<file path="config.mk">
export PLATFORM = sky130hd
export DESIGN_NAME = hilo_unit
export DESIGN_NICKNAME = d
export VERILOG_FILES = /design/src/rtl/hilo_unit.sv
export SDC_FILE = /design/constraint.sdc
export NUM_CORES = 1
export LEC_CHECK = 0
export CAP_MARGIN = 20
export CORE_MARGIN = 5
export CORE_UTILIZATION = 40
export DETAILED_ROUTE_END_ITERATION = 6
export PLACE_DENSITY = 0.77
export SLEW_MARGIN = 25
export SYNTH_ARGS = -nofsm -noshare
export SYNTH_HDL_FRONTEND = slang
export SYNTH_SLANG_ARGS = --single-unit
</file>
<file path="constraint.sdc">
create_clock -name clk -period 2.5 [get_ports clk]
set_input_delay 0.5 -clock clk [delete_from_list [all_inputs] [get_ports clk]]
set_output_delay 0.5 -clock clk [all_outputs]
set_load 0.02 [all_outputs]
</file>
<file path="src/rtl/hilo_unit.sv">
// ---------------------------------------------------------------------------
// hilo_unit
//
// Controller and HI/LO register pair sitting between the execute stage and
// the multiply/divide unit. It accepts HI/LO-class instructions, launches
// multiply/divide operations with a one-cycle enable pulse, waits for the
// unit's in_operation flag to drop, captures the 64-bit result into HI/LO
// and stalls the pipeline on structural and read-after-write hazards.
//
// Ports:
//   clk             : rising-edge clock
//   rst_n           : synchronous active-low reset
//   op_valid        : instruction presented this cycle
//   op_code  [2:0]  : 0 multu, 1 mult, 2 divu, 3 div, 4 mthi, 5 mtlo,
//                     6 mfhi, 7 mflo
//   rs_val   [31:0] : first operand / mthi-mtlo source
//   rt_val   [31:0] : second operand
//   stall           : combinational, op not accepted this cycle
//   rd_valid        : registered 1-cycle pulse carrying mfhi/mflo data
//   rd_value [31:0] : registered mfhi/mflo data
//   hi, lo   [31:0] : architectural HI/LO registers
//   busy            : registered, md op outstanding
//   md_enable       : registered launch pulse to the md unit
//   md_value_1/2    : registered operands to the md unit
//   md_operation    : registered, op_code[1:0] of the launched op
//   md_out   [63:0] : md unit result {HI, LO}
//   md_in_operation : md unit busy flag
//
// Configuration macro:
//   HILO_DIV_ZERO_BYPASS_EN : when defined, div/divu with rt_val == 0 never
//                             launches the unit; HI <= rs_val and
//                             LO <= 32'hFFFF_FFFF in a single cycle.
// ---------------------------------------------------------------------------
module hilo_unit (
    input  logic        clk,
    input  logic        rst_n,
    input  logic        op_valid,
    input  logic [2:0]  op_code,
    input  logic [31:0] rs_val,
    input  logic [31:0] rt_val,
    output logic        stall,
    output logic        rd_valid,
    output logic [31:0] rd_value,
    output logic [31:0] hi,
    output logic [31:0] lo,
    output logic        busy,
    output logic        md_enable,
    output logic [31:0] md_value_1,
    output logic [31:0] md_value_2,
    output logic [1:0]  md_operation,
    input  logic [63:0] md_out,
    input  logic        md_in_operation
);

    typedef enum logic [1:0] {
        IDLE,
        LAUNCH,
        WAIT
    } state_t;

    state_t state;
    logic   accept;
    logic   div_zero;

    // Every op, including moves and reads, waits while an md op is in
    // flight; this covers all HI/LO hazards without forwarding. Checking
    // md_in_operation in IDLE keeps us off the unit if a reset abandoned it
    // mid-operation.
    assign stall  = op_valid & ((state != IDLE) | md_in_operation);
    assign accept = op_valid & ~stall;

`ifdef HILO_DIV_ZERO_BYPASS_EN
    // op_code[1] is set for divu/div; only consulted for codes 0-3.
    assign div_zero = op_code[1] & (rt_val == 32'd0);
`else
    assign div_zero = 1'b0;
`endif

    always_ff @(posedge clk) begin
        if (!rst_n) begin
            state        <= IDLE;
            hi           <= 32'd0;
            lo           <= 32'd0;
            rd_value     <= 32'd0;
            rd_valid     <= 1'b0;
            busy         <= 1'b0;
            md_enable    <= 1'b0;
            md_value_1   <= 32'd0;
            md_value_2   <= 32'd0;
            md_operation <= 2'd0;
        end else begin
            md_enable <= 1'b0;
            rd_valid  <= 1'b0;
            case (state)
                IDLE: begin
                    if (accept) begin
                        case (op_code)
                            3'd0, 3'd1, 3'd2, 3'd3: begin
                                if (div_zero) begin
                                    hi <= rs_val;
                                    lo <= 32'hFFFF_FFFF;
                                end else begin
                                    md_value_1   <= rs_val;
                                    md_value_2   <= rt_val;
                                    md_operation <= op_code[1:0];
                                    md_enable    <= 1'b1;
                                    busy         <= 1'b1;
                                    state        <= LAUNCH;
                                end
                            end
                            3'd4: hi <= rs_val;
                            3'd5: lo <= rs_val;
                            // Reads see HI/LO as they stand before this edge.
                            3'd6: begin
                                rd_value <= hi;
                                rd_valid <= 1'b1;
                            end
                            default: begin
                                rd_value <= lo;
                                rd_valid <= 1'b1;
                            end
                        endcase
                    end
                end
                // The unit samples md_enable at the end of this cycle and
                // only then raises in_operation, so WAIT must not look at
                // the flag before the next cycle.
                LAUNCH: state <= WAIT;
                // Completion is purely flag driven; no latency is assumed.
                WAIT: begin
                    if (!md_in_operation) begin
                        hi    <= md_out[63:32];
                        lo    <= md_out[31:0];
                        busy  <= 1'b0;
                        state <= IDLE;
                    end
                end
                default: state <= IDLE;
            endcase
        end
    end

endmodule

</file>
==> results.cfg <==
[layout]
design_area_sq_mm = 0.01078
post-route-util = 0.6278
area_growth_pct = 55.25
seqCellArea_sq_mm = 0.003344
multi_input_area_sq_mm = 0.003321
fin_nets = 1184
diodes = 0
drive_above_1_share = 0.05838
fillers = 1521

[drt]
drc_errors = 0
wl_per_cell_microns = 17.82
wl_microns = 22940
vias = 6540
ant_nets = 0
firstDrtPassIters = 5
drtIter0Drc = 308
viasPerCell = 5.082

[synth]
yosys.area_share.adder = 0
synth_area_per_cell_sq_um = 8.939
ys_seq_area_frac = 0.4814
synth_area_sq_mm = 0.006945
synth_xor_area_frac = 0
synth_top_family_by_area = compound AO/OA/AOI/OAI gates
yosysTopAreaCell = dfxtp_1
ys_warn_count = 0
synth_compound_area_frac = 0.2230
synth_seq_cells = 167
syn_inst = 777
synth_nets = 912
synth_simple_gate_area_share = 0.1591
synth_top_cells_by_area = dfxtp_1 48%, nand2_1 14%, mux2i_1 9.2%
synth_mux_area_frac = 0.09224
synth_top_area_share = 0.4814
synthDistinctLibCells = 25

[worst_hold_path]
hold_path_class = flip-flop to flip-flop

[timing]
final_max_slew_viol_count = 0
hold-worst-slack_ps = 465.0
fmax_mhz = 414.3
rsz0062_at_grt = no
period_needed_ps = 2414
period_share = 0.9655
relSlewSlack = 0.5465
setup_violations = 0
skew_ps = 13.02
worst_slew_pin_slew_ps = 680.3
finalHoldViolCount = 0

[floorplanning]
io_pins = 301
die_h_microns = 141.8
die-area_sq_mm = 0.02010
num_rows = 48
coreArea_sq_mm = 0.01718
dieWidth_microns = 141.8
start_util = 0.4044

[cts]
worstSkewPairLatency_ps = 420
htree_levels = 4
cts_made_buffers = 17
cts_tree = done
post_cts_buffers = 0
clock-sinks = 167
clockRootBuffer = clkbuf_16
cts_buffer_depth = 2
clk_pin_slew_ps = 60

[global_routing]
track_usage = 0.2199
grt_pass1_vias = 6249
antenna_found_initial = 0
grt_max_degree = 168
grt_first_pass_wirelength_microns = 34930
grt-ovfl-total = 0

[placed_design]
port_buffers = 300
gp_congestion = 0.8223
postPlaceCellArea_sq_mm = 0.01021
dp_hpwl_microns = 16110

[pwr]
p_leak_nw = 4.364
p_clk_frac = 0.410
switchingPower_mw = 1.562
vdd_drop_max_uv = 480.5
comb_power_share = 0.139
p_int_mw = 4.638
netSwitchingFraction = 0.2519
p_seq_frac = 0.452
power.density_mw_per_mm2 = 574.9

[critical_path]
cp.arrival_ps = 1910
startpoint_type = primary input
crit_path_end_kind = primary output
worstPathRequired_ps = 2000
crit_fanout = 4
worstSetupPathType = primary input to primary output

[run]
cap_viol_max_count = 0

[run_status]
outcome = finished, final reports clean
cells by family (layout without fill, tap and decap cells):
family                 Yosys count  count (layout)
AOI/OAI and AO/OA              198             198
buffers and inverters           66             351
muxes                           64              64
and+or+nand+nor                282             282
DFF                            167             167
stage by stage:
stage / cells / setup TNS, ps / setup slack (ps) / power [mW]
after floorplan: 777 / 0 / 469.0 / 3.207
after global placement: 1255 / 0 / 36.89 / 3.713
after detailed placement: 1255 / -4.920 / -4.123 / 3.719
after CTS: 1287 / 0 / 84.66 / 6.271
after global routing: 1287 / 0 / 65.73 / 6.465
final: 1287 / 0 / 86.23 / 6.199
worst max-delay path, cell delays in order:
cell and delay, ps:
clkdlybuf4s50_1 530, nor2b_1 230, clkdlybuf4s50_1 650
state kept, by name, indices dropped and copies added, names as in the netlist:
signal        count
md_operation      2
md_value_2       32
md_enable         1
hi               32
md_value_1       32
lo               32
rd_value         32
rd_valid          1
state             2
busy              1
final timing paths:
path	from	to	slack, ps	depth (start not counted)
hold / removal	md_value_1[12]	md_value_1[12]	470	2
setup reg to reg	state[0]	rd_value[18]	770	6
setup / recovery	op_valid	stall	90	3
hold reg to reg	md_value_1[12]	md_value_1[12]	470	2
layout make-up:
cell class / count / share of cell area
Inverter: 1 / 0.0003481
Sequential cell: 167 / 0.3102
Timing Repair Buffer: 318 / 0.3024
Tap cell: 225 / 0.02611
Multi-Input combinational cell: 544 / 0.3080
Clock buffer: 19 / 0.04201
Clock inverter: 13 / 0.01102
power by group through the flow:
stage | clock network (mW) | registers, mW | logic, mW
after CTS | 2.61 | 2.80 | 0.866
final | 2.54 | 2.80 | 0.859
after detailed placement | 0 | 2.86 | 0.861
after floorplan | 0 | 2.96 | 0.250
after global routing | 2.74 | 2.81 | 0.912
after global placement | 0 | 2.86 | 0.857
routing by layer:
metal | GRT usage | routed length [microns] | vias to the layer above | part of all wire
met2 | 0.3532 | 10700 | 240 | 0.47
li1 | - | - | 3223 | -
met4 | 0.08081 | 573 | 0 | 0.025
met5 | 0 | 0 | - | 0
met3 | 0.06943 | 1943 | 34 | 0.085
met1 | 0.2777 | 9715 | 3043 | 0.42
cell usage after synthesis, drive strengths merged:
cell type	n
nand2	264
dfxtp	167
a21boi	66
mux2i	64
o211a	64
clkbuf	44
a31oi	32
o21ai	32
buf	21
nor2	4
nor2b	4
a2111oi	2
a21oi	2
and2	2
and3	2
and2b	1
and4	1
inv	1
nand3b	1
nor3	1
or2	1
or3b	1
placed cells by master (no fill, tap or decap), drive strengths merged:
cell           instances
clkdlybuf4s50        299
nand2                264
dfxtp                167
a21boi                66
mux2i                 64
o211a                 64
o21ai                 32
a31oi                 32
clkbuf                19
buf                   19
inv                    5
clkinvlp               4
nor2b                  4
nor2                   4
clkinv                 4
a2111oi                2
and3                   2
a21oi                  2
and2                   2
nor3                   1
or3b                   1
and4                   1
or2                    1
nand3b                 1
and2b                  1
bufinv                 1
timing repair:
action                                  in CTS  in global routing
endpoints found under the setup margin       1                  0
hold buffers                                 0                  0
hold endpoints to repair                     0                  0
gates resized for setup                      1                  0
No activity file was read; power rests on OpenSTA's default activity.
